<file path="src/rtl/fetch_if.sv">
// rtl/fetch_if.sv - fetch stage bus: instruction memory port, redirect input and decode-side output
interface fetch_if;
  logic        imem_req;
  logic [31:0] imem_addr;
  logic [31:0] imem_rdata;
  logic        redirect_valid;
  logic [31:0] redirect_pc;
  logic        ready_out;
  logic        valid_out;
  logic [31:0] instr_out;
  logic [31:0] pc_out;

  modport master (
    output imem_req, imem_addr, valid_out, instr_out, pc_out,
    input  imem_rdata, redirect_valid, redirect_pc, ready_out
  );

  modport slave (
    input  imem_req, imem_addr, valid_out, instr_out, pc_out,
    output imem_rdata, redirect_valid, redirect_pc, ready_out
  );
endinterface

</file>
<file path="src/rtl/fetch.sv">
// rtl/fetch.sv - instruction fetch stage with a 2-entry {pc, instr} output queue
// FETCH_PERF_CNT_EN adds saturating stall_cycles and fetch_count outputs
module fetch #(
  parameter logic [31:0] RESET_PC = 32'h0000_0000,
  parameter int          QDEPTH   = 2
) (
  input  logic        clk,
  input  logic        reset,
  fetch_if.master     bus
`ifdef FETCH_PERF_CNT_EN
  ,
  output logic [31:0] stall_cycles,
  output logic [31:0] fetch_count
`endif
);

  logic [31:0] pc_reg;
  logic [31:0] issued_pc;
  logic        inflight;
  logic [31:0] q_pc    [QDEPTH];
  logic [31:0] q_instr [QDEPTH];
  logic        head;
  logic        tail;
  logic [1:0]  count;

  logic        pop;
  logic        push;
  logic        issue;
  logic [2:0]  occupancy;

  assign bus.valid_out = (count != 2'd0);
  assign bus.pc_out    = q_pc[head];
  assign bus.instr_out = q_instr[head];

  assign pop  = bus.valid_out && bus.ready_out;
  // The response for last cycle's request is discarded if a redirect flushes the stage now
  assign push = inflight && !bus.redirect_valid;

  // Credit rule: buffered plus in-flight entries after this cycle's pop must leave room
  assign occupancy = {1'b0, count} + {2'b00, inflight} - {2'b00, pop};
  assign issue     = reset && !bus.redirect_valid && (occupancy < 3'd2);

  assign bus.imem_req  = issue;
  assign bus.imem_addr = pc_reg;

  always_ff @(posedge clk or negedge reset) begin
    if (!reset) begin
      pc_reg    <= RESET_PC;
      issued_pc <= 32'h0;
      inflight  <= 1'b0;
      head      <= 1'b0;
      tail      <= 1'b0;
      count     <= 2'd0;
      for (int i = 0; i < QDEPTH; i++) begin
        q_pc[i]    <= 32'h0;
        q_instr[i] <= 32'h0;
      end
    end else begin
      inflight <= issue;
      if (issue) begin
        issued_pc <= pc_reg;
      end
      if (bus.redirect_valid) begin
        pc_reg <= bus.redirect_pc & ~32'h3;
        count  <= 2'd0;
        head   <= 1'b0;
        tail   <= 1'b0;
      end else begin
        if (issue) begin
          pc_reg <= pc_reg + 32'd4;
        end
        if (push) begin
          q_pc[tail]    <= issued_pc;
          q_instr[tail] <= bus.imem_rdata;
          tail          <= ~tail;
        end
        if (pop) begin
          head <= ~head;
        end
        count <= count + {1'b0, push} - {1'b0, pop};
      end
    end
  end

`ifdef FETCH_PERF_CNT_EN
  always_ff @(posedge clk or negedge reset) begin
    if (!reset) begin
      stall_cycles <= 32'h0;
      fetch_count  <= 32'h0;
    end else begin
      if (bus.valid_out && !bus.ready_out && (stall_cycles != 32'hFFFF_FFFF)) begin
        stall_cycles <= stall_cycles + 32'd1;
      end
      if (push && (fetch_count != 32'hFFFF_FFFF)) begin
        fetch_count <= fetch_count + 32'd1;
      end
    end
  end
`endif

endmodule
</file>
<file path="src/flat_wrapper.sv">
// flat-port wrapper written by rule: the top's interface ports become plain ports
module fetch_flat 
#(
  parameter logic [31:0] RESET_PC = 32'h0000_0000,
  parameter int          QDEPTH   = 2
)
  (clk, reset, bus_imem_req, bus_imem_addr, bus_valid_out, bus_instr_out, bus_pc_out, bus_imem_rdata, bus_redirect_valid, bus_redirect_pc, bus_ready_out);
  fetch_if bus_i ();
  input  logic clk;
  input  logic reset;
  output wire logic [$bits(bus_i.imem_req)-1:0] bus_imem_req;
  output wire logic [$bits(bus_i.imem_addr)-1:0] bus_imem_addr;
  output wire logic [$bits(bus_i.valid_out)-1:0] bus_valid_out;
  output wire logic [$bits(bus_i.instr_out)-1:0] bus_instr_out;
  output wire logic [$bits(bus_i.pc_out)-1:0] bus_pc_out;
  input wire logic [$bits(bus_i.imem_rdata)-1:0] bus_imem_rdata;
  input wire logic [$bits(bus_i.redirect_valid)-1:0] bus_redirect_valid;
  input wire logic [$bits(bus_i.redirect_pc)-1:0] bus_redirect_pc;
  input wire logic [$bits(bus_i.ready_out)-1:0] bus_ready_out;
  assign bus_imem_req = bus_i.imem_req;
  assign bus_imem_addr = bus_i.imem_addr;
  assign bus_valid_out = bus_i.valid_out;
  assign bus_instr_out = bus_i.instr_out;
  assign bus_pc_out = bus_i.pc_out;
  assign bus_i.imem_rdata = bus_imem_rdata;
  assign bus_i.redirect_valid = bus_redirect_valid;
  assign bus_i.redirect_pc = bus_redirect_pc;
  assign bus_i.ready_out = bus_ready_out;
  fetch #(.RESET_PC(RESET_PC), .QDEPTH(QDEPTH)) u_core (.clk(clk), .reset(reset), .bus(bus_i));
endmodule
</file>
<file path="config.mk">
export PLATFORM = sky130hd
export DESIGN_NAME = fetch_flat
export DESIGN_NICKNAME = d
export VERILOG_FILES = /design/src/rtl/fetch_if.sv /design/src/rtl/fetch.sv /design/src/flat_wrapper.sv
export SDC_FILE = /design/constraint.sdc
export NUM_CORES = 1
export LEC_CHECK = 0
export BUFFER_PORTS_ARGS = -buffer_cell sky130_fd_sc_hd__buf_2
export CORE_UTILIZATION = 35
export CTS_BUF_LIST = sky130_fd_sc_hd__clkbuf_4 sky130_fd_sc_hd__clkbuf_8
export CTS_CLUSTER_SIZE = 16
export DETAILED_ROUTE_END_ITERATION = 8
export MAX_ROUTING_LAYER = met4
export SLEW_MARGIN = 20
export SYNTH_ARGS = -nofsm -noshare
export SYNTH_HDL_FRONTEND = slang
export SYNTH_SLANG_ARGS = --single-unit
</file>
<file path="constraint.sdc">
create_clock -name clk -period 3.25 [get_ports clk]
set_clock_uncertainty 0.2 [all_clocks]
set_input_delay 0.325 -clock clk [delete_from_list [all_inputs] [get_ports clk]]
set_output_delay 0.325 -clock clk [all_outputs]
set_load 0.05 [all_outputs]
</file>
==> impl_summary.md, run 1 <==
Clock tree
In this run the number of H-tree levels came out at 4. The clock-pin slew on the worst setup and hold paths is 0.10 ns. The clock sink total is 189. Counting the buffers created by CTS gives 17. The clock reaches the later pin of the worst-skew pair after 0.47 ns. The tree is rooted in a clkbuf_8. TritonCTS built the clock tree. In this run the deepest clock path goes through 2 buffers.

Timing
The number of failing setup endpoints in the final timing report is 0. The worst pin sits at a relative slew slack of 0.483. Derived from the worst setup path, the maximum achievable clock frequency is 0.324 GHz. The number of max-slew violations in the final report is 0. The count of endpoints failing hold in the final timing report came to 0. In the final timing run, aggregate negative setup slack is 0 ns. At the pin with the least slew margin, the transition time is 0.769 ns. The slack of the critical path is 0.167 ns.

The worst path needs 3.08 ns of the cycle, external delays included. Setup repair after global routing left no endpoint under its margin. The final period utilization is 0.949.

Yosys
The synthesized design contains 189 register bits. For this run, asynchronously set or reset flops after synthesis account for 1.00. The dominant cell by count in the synthesized netlist is dfrtp_1. By count the netlist is led by dfrtp_1, mux2_2, nand2_1. The gate count after technology mapping is 711.

Of the synthesized area, sequential elements account for 0.543. Synthesis instantiated 48 different standard cells from the library. During synthesis, Yosys emitted a total of 0 warnings. The netlist area before placement is 8700 um2.

The number of flops mapped to enable cells by yosys is 0. The share of synthesized area in the top cell type comes to 0.543. In the post-synthesis netlist, the biggest area contributors are dfrtp_1, mux2_2, nand2_1, nand3_1, o211ai_1. Of all cell types, the one taking the most synthesized area is dfrtp_1. For this run, the leading register cell type out of synthesis is dfrtp_1. The synthesized area per cell is 12.2 um2.

Cells and area
Summing all flip-flop and latch instances after layout gives 4730 um2. The number of antenna repair diodes is 0. The post-layout instance count excluding filler cells is 1263.

Once layout is complete, the utilization of the core stands at 0.450. The footprint of the multi-input gates is 3730 um2. The layout-stage area growth over the synthesis result is 25.7%. After filler insertion, the fill cell instance count of the layout stands at 2292. The fraction of layout cells with a size suffix above 1 is 0.437.

In the final design database the tool counted 998 nets.

GRT
The leftover overflow at the end of global routing is 0. The global-route wire length before repair is 34.9 mm. In the global route stage, overall resource usage came out at 0.179. The initial antenna violation count is 0.

The number of global-route vias before repair is 6492. Entering global routing, the biggest net connects 146 pins.

Power and ir drop
Of the total power, the clock network draws 0.144. The static leakage is 5.16 nW. The internal power of the cells is 5.70 mW.

Power spread over the standard cell area amounts to 984 nW/um2. The peak supply drop is 0.490 mV. The proportion of power drawn by flip-flops and latches is 0.356. The analysis attributes to net switching a power of 5.07 mW. The fraction of power spent switching nets is 0.471.

The combinational group share of total power is 0.500.

Placed design
The final weighted congestion in routability-driven placement is 0.821. The setup slack at placement is 0.293 ns. In this run, placement finished with an instance count of 1167.

The post-detailed-placement half-perimeter wirelength is 14.1 mm. Input and output buffers added on the ports amount to 159.

Setup path
The worst setup path is of the reg -> out kind. The worst setup path is launched from a flip-flop. The kind of end point of the critical path is an output port. The arrival time at the worst endpoint is 2.56 ns.

The maximum fanout count along the critical path is 4. The data required time of the worst path is 2.72 ns.

Drt
In the final routed layout, each cell accounts on average for 17.0 um. The routed layout has 6384 vias. The detailed router's first-iteration violation count is 352.

Wires add up to 21.5 mm. The number of remaining DRC errors is 0. After detailed routing, the number of vias per cell comes to 5.05. The number of nets with antenna violations after detailed routing is 0.

The count of TritonRoute iterations in the first routing pass is 5.

Floorplanning
166 I/O pins were placed. The overall die width is 160 um. Row generation in the floorplan step produced 57 rows. The die is 160 um tall. In this run the standard cell core region covers 24300 um2.

The initial utilization of the core area, before any placement, comes to 0.358. The floorplan step defined a die boundary enclosing 25500 um2.

Status
The flow ran to the end, and the final reports show no timing, DRC or antenna violations.

Worst hold path
The classification of the worst-slack hold path is in -> reg.

Flow run
The max-capacitance violation count is 0.
-- power groups by stage --
| stage | clock network (mW) | logic [mW] | registers, mW |
|---|---|---|---|
| after global placement | 0 | 5.27 | 3.85 |
| after global routing | 1.71 | 5.73 | 3.97 |
| after detailed placement | 0 | 5.32 | 3.89 |
| final | 1.55 | 5.38 | 3.84 |
| after CTS | 1.62 | 5.42 | 3.84 |
| after floorplan | 0 | 3.93 | 3.93 |
-- final timing paths --
kind	end	start	slack, ns	cells after the start
setup reg to reg	u_core.bus.imem_addr[15]	u_core.count[0]	0.31	9
max in group asynchronous	u_core.q_instr[3]	reset	1.55	3
setup / recovery	bus_imem_req	u_core.count[0]	0.17	8
min in group asynchronous	u_core.bus.imem_addr[23]	reset	0.18	2
hold reg to reg	u_core.issued_pc[12]	u_core.issued_pc[12]	0.31	2
hold / removal	u_core.head	bus_ready_out	0.07	4
-- cell type report --
| cell class | instances | area share |
|---|---|---|
| sequential | 189 | 0.433 |
| multi-input combinational | 468 | 0.341 |
| timing repair buffer | 239 | 0.149 |
| tap | 324 | 0.0371 |
| clock buffer | 17 | 0.0214 |
| clock inverter | 15 | 0.0154 |
| inverter | 11 | 0.00412 |
-- layout by cell type (no fill, tap or decap), types with 3 or more instances in the layout --
master         netlist  routed
clkbuf_8             0      18
o21ai_0             10      10
nor2b_1              4       3
dfrtp_1            189     188
xnor2_1              3       3
nor2_1              11      11
clkinvlp_4           0       3
nand3_1             27      27
inv_1               11      10
nand2_1            108     107
or2_2                4       4
clkinv_8             0       4
o211ai_1            18      18
nand4_1              8       8
buf_2               20     157
ha_1                 3       3
a22oi_1              4       4
o311ai_0            15      15
inv_8                0       4
mux2_2             187     187
nand3b_1             4       4
dlygate4sd3_1        0      63
and4_1               5       5
xor2_1               4       4
buf_12               0       5
nor4_1               4       4
buf_4                5      13
conb_1               1       4
and3_1               6       6
or4_1                6       6
a31oi_1              6       6
and2_1               4       4
inv_6                0       4
a221o_1              3       3
-- critical path, stage by stage (launching register included) --
cell and delay [ns]:
dfrtp_1 0.40, or2_2 0.29, nand2_1 0.13, nor2_1 0.08, fa_2 0.58, and3b_1 0.22, nand2_2 0.10, clkinvlp_4 0.11
buf_4 0.20
-- sequential cells by signal (all words and copies together), names as in the netlist --
register              cells
u_core.bus.imem_addr     30
u_core.q_pc              60
u_core.q_instr           64
u_core.count              2
u_core.issued_pc         30
u_core.head               1
u_core.inflight           1
u_core.tail               1
-- logic make-up (layout without fill, tap and decap cells) --
family	count (synthesis)	after routing	synth area share
and+or+nand+nor	199	199	0.110
DFF	189	189	0.543
muxes	187	187	0.242
AOI/OAI and AO/OA	66	66	0.0571
buffers and inverters	57	282	0.0318
xor gates and xnor gates	8	8	0.00891
adders and majority gates	4	4	0.00661
other	1	4	0.000431
-- per-layer routing --
metal	part of all wire	GRT usage	vias to the layer above
li1	-	-	2985
met1	0.48	0.243	3181
met2	0.46	0.277	200
met3	0.051	0.0325	18
met4	0.010	0.0476	0
met5	0	-	-
-- timing repair --
item / in CTS / in global routing
buffers inserted: 1 / 0
hold buffers: 63 / 0
setup endpoints to repair: 1 / 1
endpoints found under the hold margin: 138 / 0
gates resized for setup: 2 / 1
-- per-stage QoR --
stage,hold WS [ns],power [mW],cell area [um2]
after floorplan,-0.171,7.86,8720
after global placement,0.107,9.12,9890
after detailed placement,0.104,9.21,9890
after CTS,0.0448,10.9,10900
after global routing,0.0921,11.4,10900
final,0.0660,10.8,10900
Power figures use the tool's default switching activity.
==> run 2, diff against run 1 <==
CORE_UTILIZATION = 58   (was 35)
PLACE_DENSITY = 0.83   (was unset)
==> run 2 against run 1 <==
Clock power about the same. Combinational power hardly changed. Global-route usage up 10 points. Sequential share of layout area rose by 0.70 points. Clock-buffer cell count is 5 higher. Wire length shrank 5.5%. Sequential power about the same. Worst setup slack worse by 0.034 ns. Critical path type unchanged. Highest routed layer unchanged.
==> impl_summary.md, run 2 (same netlist as run 1, synthesis figures left out) <==
Power and ir drop
The share of total power dissipated in sequential elements is 0.356. Of the total power, the share spent switching nets is 0.455. Of the total power, combinational logic draws 0.499.

The peak supply drop is 0.539 mV. The analysis attributes to net switching a power of 4.90 mW. The power share of the clock group is 0.145.

The power per unit of standard cell area is 1000 nW/um2. The internal power of the cells is 5.87 mW. Summed over all cells, the static leakage comes to 5.16 nW.

Timing
Static timing analysis puts the maximum clock frequency at 0.321 GHz. Measured against its own limit, the worst slew margin works out to 0.495. Subtracting the final worst setup slack from the clock period gives 3.12 ns. The slack of the critical path is 0.133 ns. The number of max-slew violations in the final report came to 0. Adding up every negative setup slack in the final design gives 0 ns. The number of failing setup endpoints in the final timing report is 0. The transition time of the tightest slew-check pin is 0.757 ns.

The count of endpoints failing hold in the final timing report came to 0. Dividing the final minimum period by the clock period gives 0.959. Setup repair after global routing left no endpoint under its margin.

Drt
The via count is 6523. The number of remaining DRC errors is 0. The first routing iteration left 531 violations.

The count of nets left with antenna violations once routing finished came out at 0. The wire length per cell is 18.0 um. After detailed routing, the number of vias per cell comes to 5.80.

The total detailed-routing wirelength is 20.3 mm. For this run, the detailed router's first-pass iteration total came to 5.

Flow run
The max-capacitance violation count is 0.

Cells and area
In the final layout, the registers with the most flip-flops are u_core.q_instr (64), u_core.q_pc (60). The top register by number of flip-flops is u_core.q_instr. The number of antenna repair diodes is 0.

The net total in the final layout is 1000. The layout filler cell count is 984. The area growth from synthesis to layout is 23.7%. In the final layout, the share of cells above drive strength 1 is 0.438.

The library cell used most frequently in the layout, excluding fill and tap cells, is dfrtp_1. The number of flip-flops under the largest register name is 64. In the layout the commonest cells are dfrtp_1, mux2_2, buf_2.

Clock tree
The clock tree from TritonCTS is built. The clock tree buffer depth is 2. The clock latency at the later pin of the worst-skew pair is 0.46 ns. The cell at the root of the clock tree is clkbuf_8. The clock-pin slew on the worst setup and hold paths is 0.09 ns. The clock sink total is 189. The CTS H-tree depth is 4. Clock tree synthesis inserted a total of 17 buffers.

Setup path
The startpoint type of the worst setup path is a flip-flop. The critical path contains buffers and inverters numbering 2 combined. For the worst setup path, the data arrival time is 2.59 ns. The data required time of the worst path is 2.72 ns. The maximum fanout count along the critical path is 4. The worst setup path is captured at an output port. Traced cell by cell, the critical path runs through or2_2 -> nand2_1 -> nor2_1 -> fa_1 -> and3b_2 -> nand2_2 -> clkinvlp_4 -> buf_4. The largest individual stage delay along the critical path comes from the cell fa_1. The largest incremental delay on the critical path is 0.52 ns. The cell type group with the largest total delay on the critical path is simple AND/OR/NAND/NOR gates.

The critical path is of the reg -> out type.

Placed design
The post-detailed-placement half-perimeter wirelength is 12.5 mm. The total of buffers placed on input and output ports is 159. The setup slack at placement is 0.205 ns. At the end of routability-driven placement, the weighted congestion stood at 0.898.

GRT
The initial antenna violation count is 0. The overall global routing resource usage is 0.283. The leftover overflow at the end of global routing is 0. The first global-routing pass estimated 34.0 mm of wire. The pin count of the biggest net entering global routing is 151.

The number of global-route vias before repair is 6679.

Floorplanning
The die covers 15500 um2. The placeable core area is 14600 um2. The number of top-level design ports is 166. The standard-cell row count is 44. The floorplan step set the die width to 125 um. The floorplan step set the die height to 125 um. The initial standard-cell utilization of the core is 0.597.

Worst hold path
The path class of the tightest hold or removal check is in -> reg.

Status
The flow ran to the end, and the final reports show no timing, DRC or antenna violations.
## run 2: changes by cell type in the layout (fill, tap and decap cells not counted), moves of 3 or more
cell	before	now
clkbuf_8	18	22
clkinv_2	0	4
clkinv_8	4	0
inv_8	4	0
buf_4	13	16
inv_6	4	1
## run 2: worst reg2reg max path, delay by kind of cell, from the launching register on
family	cells	cell delay (ns)
compound gates	2	0.30
flops	1	0.39
fa+ha+maj	1	0.52
buf+inv	3	0.52
simple gates	5	0.89
## run 2: path summary, 6_finish.rpt
check | from | to | slack, ns | depth (start not counted)
max in group asynchronous | reset | u_core.head | 1.55 | 3
setup / recovery | u_core.count[1] | bus_imem_req | 0.13 | 8
min in group asynchronous | reset | u_core.bus.imem_addr[30] | 0.21 | 2
setup reg to reg | u_core.count[1] | u_core.bus.imem_addr[25] | 0.30 | 11
hold reg to reg | u_core.issued_pc[14] | u_core.issued_pc[14] | 0.30 | 2
hold / removal | bus_redirect_pc[25] | u_core.bus.imem_addr[25] | 0.03 | 4
## run 2: what timing repair did
action	4_1_cts	5_1_grt
cloned	0	0
endpoints found under the setup margin	1	1
endpoints found under the hold margin	136	0
gates resized for setup	3	0
buffers inserted	1	1
hold buffers	63	0
## run 2: layout make-up
| class | instances | area [um2] | share of cell area |
|---|---|---|---|
| clock buffers | 22 | 297 | 0.0275 |
| clock inverters | 10 | 111 | 0.0103 |
| inverters | 11 | 45.0 | 0.00418 |
| multi-input cells | 468 | 3720 | 0.346 |
| flip-flops and latches | 189 | 4730 | 0.439 |
| well taps | 184 | 230 | 0.0214 |
| repair buffers | 241 | 1630 | 0.151 |
## run 2: power groups by stage
| stage | clock [mW] | sequential [mW] | combinational, mW |
|---|---|---|---|
| after floorplan | 0 | 3.93 | 3.93 |
| after global placement | 0 | 3.80 | 5.16 |
| after detailed placement | 0 | 3.85 | 5.25 |
| after CTS | 1.60 | 3.81 | 5.35 |
| after global routing | 1.71 | 3.95 | 5.68 |
| final | 1.56 | 3.84 | 5.37 |
## run 2: metal layers
metal,global-route usage,part of all wire,vias up
met2,0.453,0.49,300
met3,0.0571,0.060,44
li1,-,-,2979
met4,0.0999,0.022,0
met1,0.360,0.43,3200
met5,-,0,-
## run 2: per-stage QoR
step	utilization	hold slack (ns)	total power, mW	instance area (um2)	std cells
floorplan	-	-0.171	7.86	8720	714
global placement	0.665	0.0772	8.96	9700	1028
detailed placement	0.665	0.0820	9.10	9700	1028
CTS	0.737	0.00858	10.8	10800	1124
global route	0.738	0.0320	11.3	10800	1125
finish	0.738	0.0304	10.8	10800	1125
==> run 3, diff against run 2 <==
CORE_MARGIN = 4   (was unset)
==> run 3 against run 2 <==
Clock power rose by 5%. Sequential share of layout area rose by 0.082 points. Cell count fell by 0.71%. Combinational power barely moved. Die area rose by 9.9%. Power rose by 0.61%. Flip-flop and latch count did not move. Worst setup slack improved by 0.016 ns. Register-to-register slack got worse by 0.04 ns. Non-clock buffer count fell by 5. Global-route usage fell by 3.2 points.
==> impl_summary.md, run 3 (same netlist as run 1, synthesis figures left out) <==
Status
The run finished with clean final reports.

Setup path
The data required time of the worst path is 2.72 ns. The startpoint type of the worst setup path is a flip-flop. The worst setup path is captured at an output port. Of all nets on the critical path, the largest fanout is 4. The arrival time at the worst endpoint is 2.58 ns. The critical path in this run is classified as reg -> out.

Drt
The number of nets with antenna violations after detailed routing is 0. After detailed routing, the number of remaining DRC violations is 0. In the final routed layout, each cell accounts on average for 18.2 um. The first routing iteration left 391 violations.

Dividing the detail-routed via count by the number of cells gives 5.78. The final route contains 6451 vias. Wires add up to 20.4 mm.

The count of TritonRoute iterations in the first routing pass is 4.

Power and ir drop
The worst-case IR drop observed on VDD is 0.437 mV. Summed over all cells, the static leakage comes to 5.15 nW. The power per unit of standard cell area is 1010 nW/um2.

Clock tree
The clock latency at the later pin of the worst-skew pair is 0.44 ns. The H-tree was split into 4 levels. TritonCTS created 17 clock buffers. The clock sink total is 189.

The tree is rooted in a clkbuf_8. After clock tree synthesis, the clock-pin slew on the worst setup and hold paths is 0.08 ns. The clock passes through at most 2 buffers. The clock tree from TritonCTS is built.

Timing
Setup repair after global routing left no endpoint under its margin. The clock period could shrink to 3.10 ns. The final period utilization is 0.954.

At the pin with the least slew margin, the transition time is 0.878 ns. The count of endpoints failing hold in the final timing report was 0. The number of max-slew violations in the final report was 0. The slack of the critical path is 0.149 ns. Headroom to the max-slew limit came out at 0.415.

Setup violations remaining at the end of the flow were counted as 0. Across all hold checks on the routed design, the worst slack comes to 0.0269 ns. The achievable frequency is 0.323 GHz. The sum of negative setup slack is 0 ns.

Cells and area
The final layout contains 995 nets. The commonest non-fill, non-tap cell in the layout is dfrtp_1. In the final layout, the multi-input gates occupy 3720 um2. The number of antenna repair diodes is 0. The layout has 994 filler cells. The largest registers in the layout are u_core.q_instr (64), u_core.q_pc (60). The number of flip-flops under the largest register name is 64. The combined flip-flop and latch cell area is 4730 um2. For this run, the share of the core covered by cells in the final layout is 0.734. The fraction of layout cells with a size suffix above 1 is 0.433.

The cell area after layout is 10700 um2. More flip-flops sit in one register than any other, and that register is u_core.q_instr. Relative to the synthesized area, the layout overhead comes to 23.4%. In the layout the commonest cells are dfrtp_1, mux2_2, buf_2.

Placed design
The cell area reported after detailed placement is 9680 um2. The congestion estimate from routability-driven global placement came to 0.858. The post-detailed-placement half-perimeter wirelength is 12.8 mm. The total of buffers placed on input and output ports is 159. The setup slack at placement is 0.285 ns.

GRT
The number of global-route vias before repair is 6484. The overall global routing resource usage is 0.251. The global-route wire length before repair is 32.7 mm.

The initial antenna violation count came to 0. After global routing the overflow that remains totals 0. Entering global routing, the biggest net connects 163 pins.

Flow run
The max-capacitance violation count is 0.

Floorplanning
The overall die width is 131 um. The floorplan die area is 17000 um2. The initial utilization of the core area, before any placement, comes to 0.594.

The floorplan has 44 rows. The total area inside the core boundary comes to 14600 um2. The vertical die dimension is 131 um.

The number of top-level design ports is 166.

Worst hold path
The tightest min-delay check is of the in -> reg type.
run 3: per-layer routing:
metal / share of wire / up-vias / track usage
met5: 0 / - / -
li1: - / 2973 / -
met3: 0.056 / 33 / 0.0415
met1: 0.42 / 3224 / 0.324
met4: 0.023 / 0 / 0.0871
met2: 0.50 / 221 / 0.408
run 3: path summary, 6_finish.rpt:
| check | start | endpoint | slack (ns) | cells after the start |
|---|---|---|---|---|
| worst max-delay path | u_core.count[1] | bus_imem_req | 0.15 | 8 |
| worst min-delay path | bus_redirect_pc[31] | u_core.bus.imem_addr[31] | 0.03 | 4 |
| worst max register to register | u_core.count[1] | u_core.bus.imem_addr[21] | 0.26 | 9 |
| worst min register to register | u_core.issued_pc[5] | u_core.issued_pc[5] | 0.30 | 2 |
| max in group asynchronous | reset | u_core.q_instr[26] | 1.52 | 3 |
| min in group asynchronous | reset | u_core.bus.imem_addr[19] | 0.18 | 2 |
run 3: repair_timing:
item,4_1_cts,5_1_grt
gates resized for setup,1,1
cloned,0,0
endpoints found under the setup margin,1,1
hold buffers,62,0
setup buffers,1,0
endpoints found under the hold margin,120,0
run 3: final cells by class:
class	instances	area share
clock buffers	24	0.0302
clock inverters	5	0.00978
inverters	11	0.00419
multi-input cells	468	0.346
flip-flops and latches	189	0.440
well taps	184	0.0214
repair buffers	236	0.148
run 3: power by group:
part	switching, mW	leakage, nW	internal, mW
Clock	0.762	0.213	0.882
Sequential	0.598	2.40	3.23
Combinational	3.51	2.54	1.85
Total	4.87	5.15	5.97
run 3: through the flow:
step                cells  total power [mW]
finish               1117              10.8
global route         1117              11.4
CTS                  1117              10.8
detailed placement   1025              9.11
global placement     1025              8.97
floorplan             714              7.86
run 3: worst max-delay path, stage by stage (launching register included):
cell	delay (ns)
dfrtp_1	0.39
or2_2	0.30
nand2_1	0.14
nor2_1	0.08
fa_1	0.58
and3b_1	0.21
nand2_2	0.10
clkinvlp_4	0.11
clkbuf_4	0.23
